===== src/rtl/uart_pkg.sv =====
// Shared UART definitions: FSM state encoding, parity modes, line levels.
// Used by both the transmit and receive shifters.
package uart_pkg;

   typedef enum logic [2:0] {
      ST_IDLE   = 3'd0,
      ST_START  = 3'd1,
      ST_DATA   = 3'd2,
      ST_PARITY = 3'd3,
      ST_STOP   = 3'd4
   } uart_state_e;

   localparam logic PAR_EVEN   = 1'b0;
   localparam logic PAR_ODD    = 1'b1;

   localparam logic LINE_IDLE  = 1'b1;
   localparam logic LINE_START = 1'b0;
   localparam logic LINE_STOP  = 1'b1;

   // Total bits on the line for one frame.
   function automatic int frame_bits(int data_bits, int parity_en, int stop_bits);
      return 1 + data_bits + parity_en + stop_bits;
   endfunction

endpackage


===== src/rtl/uart_tx_piso_if.sv =====
// Host-side handshake and line outputs of the UART transmitter.
interface uart_tx_piso_if #(
   parameter int DATA_BITS = 8
);
   logic [DATA_BITS-1:0] tx_data;
   logic                 tx_valid;
   logic                 tx_ready;
   logic                 tx_serial;
   logic                 tx_busy;
   logic                 tx_done;

   modport master (output tx_data, tx_valid,
                   input  tx_ready, tx_serial, tx_busy, tx_done);

   modport slave  (input  tx_data, tx_valid,
                   output tx_ready, tx_serial, tx_busy, tx_done);
endinterface


===== src/rtl/uart_baud_counter.sv =====
// Bit-period counter: counts 0..CLKS_PER_BIT-1 while enabled and flags the
// terminal count. Clearing wins over counting so a new frame starts aligned.
module uart_baud_counter #(
   parameter int CLKS_PER_BIT = 16
) (
   input  logic clk,
   input  logic rst,
   input  logic clr,
   input  logic en,
   output logic tick
);
   localparam int CW = (CLKS_PER_BIT > 1) ? $clog2(CLKS_PER_BIT) : 1;

   logic [CW-1:0] cnt;

   assign tick = en && (cnt == CW'(CLKS_PER_BIT - 1));

   // Count within a bit period, wrapping at the terminal count.
   always_ff @(posedge clk or posedge rst) begin
      if (rst)
         cnt <= '0;
      else if (clr || tick)
         cnt <= '0;
      else if (en)
         cnt <= cnt + CW'(1);
   end
endmodule


===== src/rtl/uart_tx_piso.sv =====
// UART transmitter: takes a word on a valid/ready handshake and sends
// start, data, optional parity and stop bits, each CLKS_PER_BIT clocks long.
// All outputs come straight from flops.
module uart_tx_piso
   import uart_pkg::*;
#(
   parameter int DATA_BITS    = 8,
   parameter int CLKS_PER_BIT = 16,
   parameter int MSB_FIRST    = 1,
   parameter int PARITY_EN    = 0,
   parameter int PARITY_ODD   = 0,
   parameter int STOP_BITS    = 1
) (
   input  logic           clk,
   input  logic           rst,
   uart_tx_piso_if.slave  bus
);
   localparam int   BCW      = $clog2(DATA_BITS + 1);
   localparam logic PAR_MODE = (PARITY_ODD != 0) ? PAR_ODD : PAR_EVEN;

   uart_state_e          state;
   logic [DATA_BITS-1:0] shreg;
   logic [BCW-1:0]       bit_cnt;
   logic                 par_bit;
   logic                 ser_q, rdy_q, busy_q, done_q;
   logic                 tick, accept;
   logic                 out_bit;
   logic [DATA_BITS-1:0] shifted;

   assign accept = bus.tx_valid && rdy_q;

   // Next data bit on the line and the register after it has been consumed.
   assign out_bit = (MSB_FIRST != 0) ? shreg[DATA_BITS-1] : shreg[0];
   assign shifted = (MSB_FIRST != 0) ? {shreg[DATA_BITS-2:0], 1'b0}
                                     : {1'b0, shreg[DATA_BITS-1:1]};

   uart_baud_counter #(.CLKS_PER_BIT(CLKS_PER_BIT)) u_baud (
      .clk  (clk),
      .rst  (rst),
      .clr  (accept),
      .en   (state != ST_IDLE),
      .tick (tick)
   );

   assign bus.tx_serial = ser_q;
   assign bus.tx_ready  = rdy_q;
   assign bus.tx_busy   = busy_q;
   assign bus.tx_done   = done_q;

   // Frame sequencer: advances one bit per baud tick and drives the line.
   always_ff @(posedge clk or posedge rst) begin
      if (rst) begin
         state   <= ST_IDLE;
         shreg   <= '0;
         bit_cnt <= '0;
         par_bit <= 1'b0;
         ser_q   <= LINE_IDLE;
         rdy_q   <= 1'b1;
         busy_q  <= 1'b0;
         done_q  <= 1'b0;
      end else begin
         done_q <= 1'b0;
         case (state)
            ST_IDLE: if (accept) begin
               shreg   <= bus.tx_data;
               par_bit <= (^bus.tx_data) ^ PAR_MODE;
               bit_cnt <= '0;
               state   <= ST_START;
               ser_q   <= LINE_START;
               rdy_q   <= 1'b0;
               busy_q  <= 1'b1;
            end
            ST_START: if (tick) begin
               state   <= ST_DATA;
               bit_cnt <= '0;
               ser_q   <= out_bit;
               shreg   <= shifted;
            end
            ST_DATA: if (tick) begin
               if (bit_cnt == BCW'(DATA_BITS - 1)) begin
                  bit_cnt <= '0;
                  if (PARITY_EN != 0) begin
                     state <= ST_PARITY;
                     ser_q <= par_bit;
                  end else begin
                     state <= ST_STOP;
                     ser_q <= LINE_STOP;
                  end
               end else begin
                  bit_cnt <= bit_cnt + BCW'(1);
                  ser_q   <= out_bit;
                  shreg   <= shifted;
               end
            end
            ST_PARITY: if (tick) begin
               state   <= ST_STOP;
               bit_cnt <= '0;
               ser_q   <= LINE_STOP;
            end
            ST_STOP: if (tick) begin
               if (bit_cnt == BCW'(STOP_BITS - 1)) begin
                  state   <= ST_IDLE;
                  bit_cnt <= '0;
                  ser_q   <= LINE_IDLE;
                  rdy_q   <= 1'b1;
                  busy_q  <= 1'b0;
                  done_q  <= 1'b1;
               end else begin
                  bit_cnt <= bit_cnt + BCW'(1);
               end
            end
            default: state <= ST_IDLE;
         endcase
      end
   end
endmodule


===== src/flat_wrapper.sv =====
// flat-port wrapper written by rule: the top's interface ports become plain ports
module uart_tx_piso_flat import uart_pkg::*;
#(
   parameter int DATA_BITS    = 8,
   parameter int CLKS_PER_BIT = 16,
   parameter int MSB_FIRST    = 1,
   parameter int PARITY_EN    = 0,
   parameter int PARITY_ODD   = 0,
   parameter int STOP_BITS    = 1
)
  (clk, rst, bus_tx_data, bus_tx_valid, bus_tx_ready, bus_tx_serial, bus_tx_busy, bus_tx_done);
  uart_tx_piso_if #(.DATA_BITS(DATA_BITS)) bus_i ();
  input  logic clk;
  input  logic rst;
  input wire logic [$bits(bus_i.tx_data)-1:0] bus_tx_data;
  input wire logic [$bits(bus_i.tx_valid)-1:0] bus_tx_valid;
  output wire logic [$bits(bus_i.tx_ready)-1:0] bus_tx_ready;
  output wire logic [$bits(bus_i.tx_serial)-1:0] bus_tx_serial;
  output wire logic [$bits(bus_i.tx_busy)-1:0] bus_tx_busy;
  output wire logic [$bits(bus_i.tx_done)-1:0] bus_tx_done;
  assign bus_i.tx_data = bus_tx_data;
  assign bus_i.tx_valid = bus_tx_valid;
  assign bus_tx_ready = bus_i.tx_ready;
  assign bus_tx_serial = bus_i.tx_serial;
  assign bus_tx_busy = bus_i.tx_busy;
  assign bus_tx_done = bus_i.tx_done;
  uart_tx_piso #(.DATA_BITS(DATA_BITS), .CLKS_PER_BIT(CLKS_PER_BIT), .MSB_FIRST(MSB_FIRST), .PARITY_EN(PARITY_EN), .PARITY_ODD(PARITY_ODD), .STOP_BITS(STOP_BITS)) u_core (.clk(clk), .rst(rst), .bus(bus_i));
endmodule

===== config.mk =====
export PLATFORM = sky130hd
export DESIGN_NAME = uart_tx_piso_flat
export DESIGN_NICKNAME = d
export VERILOG_FILES = /design/src/rtl/uart_pkg.sv /design/src/rtl/uart_tx_piso_if.sv /design/src/rtl/uart_baud_counter.sv /design/src/rtl/uart_tx_piso.sv /design/src/flat_wrapper.sv
export SDC_FILE = /design/constraint.sdc
export NUM_CORES = 1
export LEC_CHECK = 0
export ABC_AREA = 1
export BUFFER_PORTS_ARGS = -buffer_cell sky130_fd_sc_hd__buf_2
export CAP_MARGIN = 20
export CORE_UTILIZATION = 52
export DETAILED_ROUTE_END_ITERATION = 7
export PLACE_DENSITY = 0.73
export SYNTH_ARGS = -nofsm -noshare
export SYNTH_HDL_FRONTEND = slang
export SYNTH_SLANG_ARGS = --single-unit

===== constraint.sdc =====
create_clock -name clk -period 1.4 [get_ports clk]
set_clock_uncertainty 0.15 [all_clocks]
set_input_delay 0.14 -clock clk [delete_from_list [all_inputs] [get_ports clk]]
set_output_delay 0.14 -clock clk [all_outputs]
set_load 0.05 [all_outputs]

[After elaboration in Yosys (flattened, before gate mapping)]
Index checks and enable logic that the tools add are counted.
Word-level totals
  bits in registers: 23
  logic and storage cells: 80
Operators by class
  equality and inequality tests: 15
  multiplexer cells: 38
  add/sub/neg operators: 2
  reduce and logical (&&, ||, !) cells: 17
Operator list (number)
  4-bit two-way mux: 8
  8-bit two-way mux: 4
  8-bit case mux with 3 select lines: 1
  3-bit two-way mux: 7
  4-bit case mux with 4 select lines: 1
  3-bit case mux with 5 select lines: 1
  7-bit AND reduction: 2
  1-bit two-way mux: 13
  2-bit != test (second input constant): 6
  5-bit AND reduction: 2
  4-bit by 1-bit adder with 4-bit output (second input constant): 2
  3-bit by 2-bit == test with 1-bit output (second input constant): 2
  2-bit by 1-bit != test with 1-bit output (second input constant): 3
  3-bit nonzero test: 2
  1-bit case mux with 5 select lines: 1
  5-bit nonzero test: 1
  4-bit by 3-bit == test with 1-bit output (second input constant): 1
  4-bit == test (second input constant): 1
  4-bit zero test: 1
  1-bit case mux with 2 select lines: 2
  4-bit AND reduction: 1
  2-bit nonzero test: 2
  4-bit nonzero test: 1
  3-bit by 1-bit == test with 1-bit output (second input constant): 1
  5 further kinds: 6

[Logic depth before layout (Yosys ltp)]
Gate-level depths: netlist (run 1).
  depth in word-level cells: 4
  gate-level depth with buffers: 9

[By module]
Synthesis (run 1) repeated with hierarchy kept, for this count alone.
Unflattened totals
  cells, all modules: 200
  area, all modules: 1438.9 um^2
By module, submodules not included
  uart_tx_piso: sequential area each 478.0 um^2, area each 1214.9 um^2, times used 1, cells each 171
  uart_baud_counter: sequential area each 100.1 um^2, area each 224.0 um^2, times used 1, cells each 29

[Worst setup path after synthesis (run 1)]
No wires, ideal clock.
  path type: reg2reg
  start: register u_core.rdy_q (netlist: u_core.bus.tx_ready)
  end: register u_core.state[1]
  setup time: 0.123 ns
  path buffers: 1
  required time: 1.127 ns
  slack: -0.278 ns
  stages on the path, launching flop included: 7
  period minus slack after synthesis: 1.678 ns
  arrival: 1.405 ns
  cells stage by stage: dfstp_2 > nand2_1 > nand3_1 > buf_4 > nand2_1 > o21ai_0 > nand2_1
On the way
  word-level cells in the longest chain between the ends: 3
RTL lines
  start: declaration: line uart_tx_piso.sv:25  | logic ser_q, rdy_q, busy_q, done_q;
  start signal: assignment: line uart_tx_piso.sv:58  | rdy_q <= 1'b1;
  start signal: assignment: line uart_tx_piso.sv:70  | rdy_q <= 1'b0;
  start signal: assignment: line uart_tx_piso.sv:105  | rdy_q <= 1'b1;
  1-bit logical AND: line uart_tx_piso.sv:30  | assign accept = bus.tx_valid && rdy_q;
  2-bit != test (no source line)
  7-bit AND reduction (no source line)
  end signal: assignment: line uart_tx_piso.sv:53  | state <= ST_IDLE;
  end signal: assignment: line uart_tx_piso.sv:68  | state <= ST_START;
  end signal: assignment: line uart_tx_piso.sv:74  | state <= ST_DATA;
  end: declaration: line uart_tx_piso.sv:21  | uart_state_e state;
No other way between the ends.
A chain may end at the register's enable or synchronous reset.

[Worst setup path after layout (run 1)]
  start: register u_core.state[1]
  end: register u_core.shreg[2]
On the way
  word-level cells in the longest chain between the ends: 4
RTL lines
  3-bit nonzero test: line uart_tx_piso.sv:41  | .en (state != ST_IDLE),
  1-bit logical AND: line uart_baud_counter.sv:16  | assign tick = en && (cnt == CW'(CLKS_PER_BIT - 1));
  2-bit != test (no source line)
  5-bit AND reduction (no source line)
  end signal: assignment: line uart_tx_piso.sv:65  | shreg <= bus.tx_data;
  end signal: assignment: line uart_tx_piso.sv:77  | shreg <= shifted;
  end signal: assignment: line uart_tx_piso.sv:92  | shreg <= shifted;
  end: declaration: line uart_tx_piso.sv:22  | logic [DATA_BITS-1:0] shreg;
Several ways; a longest one is shown, not always the timed one.

==> metrics.txt, run 1 <==
# rows=18; Worst Path Arrival=approximately 1600 ps; overall power=between 1 and 1.5 mW; Die Wd=around 54 um; CP max stage delay=480 ps; Fin. Hold Viols=0; sw frac=0.322; crit path kind=reg -> reg; remaining antenna violation count after routing=0; final worst slack=-138 ps; cell count after synthesis=183; max_cap viols=0; GP Congestion=0.902; Clock transition at path regs=approximately 130 ps; most frequent cells in the layout=62 x nand2_1, 29 x buf_4, 19 x nand3_1; Initial Utilization=0.557; Avg Inst Size Synth=7.61 um^2; Post-Syn Area=approximately 1400 um^2; pwr dens=742 nW/um^2; Total Wirelength=3510 um; final max-slew violation count=0; fmax=between 600 and 700 MHz; combinational group share of total power=0.289; WP data required=1470 ps; CP startpoint kind=flip-flop; DR WL/cell=13.2 um; CP max FO=8; Sw Pwr=around 0.47 mW; placed insts=253; commonest non-fill, non-tap cell in the layout=nand2_1; CP most frequent cell=nand2_1; slowest CP cell=dfrtp_2; Setup WS pre-CTS=-202 ps; fin crit share=1.10; RSZ-0062 raised after global routing=true; synth warn=0; Least-Margin Pin Slew=roughly 300 ps; TritonCTS clock tree=yes; Max Root-Sink Buffers=2; Clock Latency Late Sink=approximately 310 ps; Finished Layout Cells=266; Peak VDD IR=between 0.5 and 0.6 mV; die height=53.8 um; failing checks=setup timing; Via Count=around 1400; Die ar.=2890 um^2; clock sink count=23; DRT iter0 DRCs=30; relative slew slack=0.799; Syn Nets=197; antenna violations before repair=0; Min Clock Period, post-route=1540 ps; Port Buffers=14; largest net degree at the start of global routing=24; global-route wire length before repair=5140 um; sequential power share=0.494; cell internal pwr=0.998 mW; n_diodes=0; Core Util, Final=0.794; gr ovfl total=0; Fin Setup TNS=-1750 ps; core area=2500 um^2; crit path cell chain=buf_4 > a21oi_1 > nand2_1 > inv_2 > nand3b_4 > nand2_1 > nand2_1; post-synthesis sequential area ratio=0.415; post-synthesis cell type count=27; synthesis-to-layout area growth=42.6%; # setup viols final=19; GRT Util Overall=0.249; Root Driver=clkbuf_4; Hold Path Class=in -> reg; Leakage=1.11 nW; detailed placement HPWL=roughly 2300 um; run status=finished with violations; CP Capture Type=flip-flop; hold slack=between 15 and 20 ps; Net count, final=251; residual DRC count=0; vias in the first global route=~1300; I/O Pins=15; final instance area=1990 um^2; Clock Power Share=0.217; vias per inst=5.28; Clock H-tree levels=1; drt pass-1 iters=4; fill count=157; CTS buffer count=3; layout cells sized above 1=0.428; Placed Area=1740 um^2; post-synthesis register bit count=23
## layout make-up
cell class | instances | area (um^2) | share of cell area
inverter | 17 | 68.8 | 0.0347
multi-input combinational | 139 | 833 | 0.420
sequential | 23 | 582 | 0.293
clock inverter | 1 | 5.00 | 0.00252
timing repair buffer | 53 | 437 | 0.220
clock buffer | 3 | 22.5 | 0.0113
tap | 30 | 37.5 | 0.0189
## critical path: cells and delay by family, from the launching register on
family / cells / cell delay [ps]
buffers and inverters: 2 / 260
AND/OR/NAND/NOR: 4 / 370
flip-flops: 1 / 480
AO/OA/AOI/OAI: 1 / 180
## kinds of logic after synthesis
family / synth area share
buffers and inverters: 0.0755
xor gates and xnor gates: 0.00629
DFF: 0.415
adders and majority gates: 0.0270
AOI/OAI and AO/OA: 0.0584
and+or+nand+nor: 0.418
## power groups by stage
stage / logic [mW] / clock network (mW) / registers [mW]
after floorplan: 0.213 / 0 / 0.742
after global placement: 0.360 / 0 / 0.729
after detailed placement: 0.370 / 0 / 0.732
after CTS: 0.400 / 0.321 / 0.721
after global routing: 0.466 / 0.347 / 0.731
final: 0.426 / 0.319 / 0.727
## metal layers
metal | GRT usage | wire length, um
met1 | 0.294 | 1420
met2 | 0.449 | 1860
met3 | 0.0311 | 155
met4 | 0.101 | 72
met5 | 0 | 0
## worst paths after layout
kind	from	endpoint	slack [ps]	cells after the start
max in group asynchronous	rst	u_core.bus.tx_ready$_DFFE_PP1P_	570	4
hold reg to reg	u_core.shreg[4]$_DFFE_PP0P_	u_core.shreg[4]$_DFFE_PP0P_	350	2
min in group asynchronous	rst	u_core.u_baud.cnt[3]$_DFFE_PP0P_	250	4
hold / removal	bus_tx_data[5]	u_core.shreg[5]$_DFFE_PP0P_	20	5
setup / recovery	u_core.state[1]$_DFFE_PP0P_	u_core.shreg[2]$_DFFE_PP0P_	-140	7
setup reg to reg	u_core.state[1]$_DFFE_PP0P_	u_core.shreg[2]$_DFFE_PP0P_	-140	7
## synth_stat cells
library cell	n	area, um^2
dfrtp_1	21	526
nand2_4	3	33.8
nor2_1	10	37.5
nor2_2	1	6.26
inv_2	4	15.0
and3_1	1	6.26
nand3b_4	1	20.0
o21ai_4	1	16.3
a21oi_2	1	8.76
xor2_1	1	8.76
nor2_4	2	22.5
buf_4	1	7.51
nand3_1	24	120
o22ai_1	1	6.26
nand3b_1	1	7.51
nand2_1	73	274
nand3_2	1	10.0
nand4_1	1	6.26
nor2_8	1	20.0
inv_1	13	48.8
a21oi_1	6	30.0
dfstp_2	2	52.6
ha_1	3	37.5
nor3_1	1	5.00
buf_6	3	33.8
nand2_2	2	12.5
o21ai_0	4	20.0
## sequential cells by signal, indices dropped and copies added (netlist names)
signal,flops
u_core.bit_cnt,4
u_core.bus.tx_busy,1
u_core.bus.tx_done,1
u_core.bus.tx_ready,1
u_core.bus.tx_serial,1
u_core.shreg,8
u_core.state,3
u_core.u_baud.cnt,4
## timing repair
action,4_1_cts,5_1_grt
endpoints found under the hold margin,24,0
buffers inserted,6,2
gates resized for setup,16,20
pin swaps,7,9
setup endpoints to repair,24,24
hold buffers,2,0
Note: power is estimated with default switching activity, not from simulation.
==> run 2, diff against run 1 <==
- CORE_ASPECT_RATIO: unset -> 0.75
==> run 2 against run 1 <==
  * The flow finishes with violations (hold timing, setup timing)
  * Worst hold slack got worse by 26 ps
  * Setup slack got worse by 31 ps
  * Clock power rose by 3%
  * Sequential share of layout area fell by 1.4 points
  * Combinational power rose by 14%
  * Highest routed layer unchanged
==> metrics.txt, run 2 (same netlist as run 1, synthesis figures left out) <==
hold slack=-8.40 ps; clock sink count=23; cell internal pwr=1.02 mW; antenna violations before repair=0; Worst Path Arrival=around 1700 ps; Min Clock Period, post-route=1570 ps; Leakage=1.09 nW; max_cap viols=0; Port Buffers=14; worst r2r path cells=8; vias in the first global route=1115; Least-Margin Pin Slew=304 ps; relative slew slack=0.797; # rows=15; RSZ-0062 raised after global routing=true; Fin. Hold Viols=2; Placed Area=1720 um^2; Clock Power Share=0.212; Core Util, Final=0.859; fin crit share=1.12; Reg2Reg Launch Point=u_core.state[1]$_DFFE_PP0P_; Reg with most FFs=u_core.shreg; final instance area=between 2000 and 2500 um^2; CP max FO=8; run status=finished with violations; Sw Pwr=0.524 mW; Die Wd=61.8 um; TritonCTS clock tree=yes; Hold Path Class=in -> reg; Worst setup endpoint=u_core.shreg[2]$_DFFE_PP0P_; R2R Setup Slk=-170 ps; GRT Util Overall=0.256; CP Capture Type=flip-flop; Max Root-Sink Buffers=2; remaining antenna violation count after routing=0; detailed placement HPWL=2490 um; sequential power share=0.473; combinational group share of total power=0.315; # setup viols final=21; residual DRC count=0; Clock transition at path regs=140 ps; CTS buffer count=3; final worst slack=-168 ps; final max-slew violation count=0; Clock H-tree levels=1; gr ovfl total=0; n_diodes=0; vias per inst=about 5.5; DR WL/cell=about 16 um; Critical Path Start=u_core.state[1]$_DFFE_PP0P_; global-route wire length before repair=5090 um; Root Driver=clkbuf_4; Largest regs=u_core.shreg x8, u_core.bit_cnt x4, u_core.u_baud.cnt x4; pwr dens=741 nW/um^2; most frequent cells in the layout=55 x nand2_1, 27 x buf_4, 19 x dfrtp_1; Initial Utilization=0.575; GP Congestion=0.850; commonest non-fill, non-tap cell in the layout=nand2_1; worst r2r dst=u_core.shreg[2]$_DFFE_PP0P_; max reg flops=8; DRT iter0 DRCs=122; largest net degree at the start of global routing=24; layout cells sized above 1=0.509; I/O Pins=15; Net count, final=between 200 and 250; die height=46.8 um; Clock Latency Late Sink=330 ps; Setup WS pre-CTS=-208 ps; overall power=1.54 mW; fmax=638 MHz; synthesis-to-layout area growth=49.4%; Total Wirelength=~4200 um; Die ar.=2890 um^2; core area=2420 um^2; fill count=121; Peak VDD IR=0.706 mV; crit path kind=reg -> reg; sw frac=0.340; WP data required=1520 ps; Via Count=roughly 1500; CP startpoint kind=flip-flop; drt pass-1 iters=4; failing checks=hold timing, setup timing
==> run 2: changes by cell type in the layout (fill, tap and decap cells not counted), moves of 3 or more <==
cell	delta
nand2_1	-7
nand3_1	-5
inv_1	-4
nand2_2	+4
buf_12	-3
nand3_2	+3
==> run 2: area by class of cell <==
| class | count | area, um^2 | share of cell area |
|---|---|---|---|
| inverter | 17 | 73.8 | 0.0355 |
| tap | 34 | 42.5 | 0.0204 |
| sequential | 23 | 581 | 0.279 |
| clock inverter | 1 | 5.00 | 0.00241 |
| multi-input combinational | 139 | 976 | 0.469 |
| clock buffer | 3 | 22.5 | 0.0108 |
| timing repair buffer | 49 | 380 | 0.183 |
==> run 2: how the worst min path moves through the flow <==
stage	slack (ps)	from	to	depth (start not counted)
after floorplan	-10	rst	u_core.bit_cnt[0]$_DFFE_PP0P_	1
after global placement	40	rst	u_core.shreg[2]$_DFFE_PP0P_	3
after detailed placement	40	rst	u_core.shreg[3]$_DFFE_PP0P_	3
after CTS	3	bus_tx_data[6]	u_core.shreg[6]$_DFFE_PP0P_	5
after global routing	10	bus_tx_data[1]	u_core.shreg[1]$_DFFE_PP0P_	5
final	-8	bus_tx_data[6]	u_core.shreg[6]$_DFFE_PP0P_	5
==> run 2: metal layers <==
| metal | track usage | wire length [um] | vias up |
|---|---|---|---|
| met1 | 0.350 | 1820 | 692 |
| met5 | 0 | 0 | - |
| met4 | 0.0800 | 163 | 0 |
| met2 | 0.411 | 2030 | 64 |
| met3 | 0.0579 | 173 | 24 |
| li1 | - | - | 681 |
==> run 2: power groups by stage <==
stage / logic [mW] / clock network [mW] / registers (mW)
detailed placement: 0.352 / 0 / 0.729
finish: 0.486 / 0.327 / 0.729
CTS: 0.397 / 0.322 / 0.721
floorplan: 0.213 / 0 / 0.742
global placement: 0.345 / 0 / 0.727
global route: 0.517 / 0.352 / 0.731
==> run 2: what timing repair did <==
item                       4_1_cts  5_1_grt
setup buffers                    0        5
gates cloned                     0        0
hold endpoints to repair        24        0
hold buffers                     2        0
pin swaps                        6       25
gates resized for setup         25       48
setup endpoints to repair       23       24
==> run 2: through the flow <==
step	cells	TNS, ps
floorplan	183	-2650
global route	266	-3430
global placement	255	-1390
finish	266	-2640
detailed placement	255	-2430
CTS	261	-1410
==> run 2: critical path: stages (launching register included) <==
cell     delay [ps]
dfrtp_2         490
inv_4           100
nor2_4           50
nand2_4         170
nand2_8          90
a21oi_4         140
buf_6           150
nand3_2          70
nand2_1          70
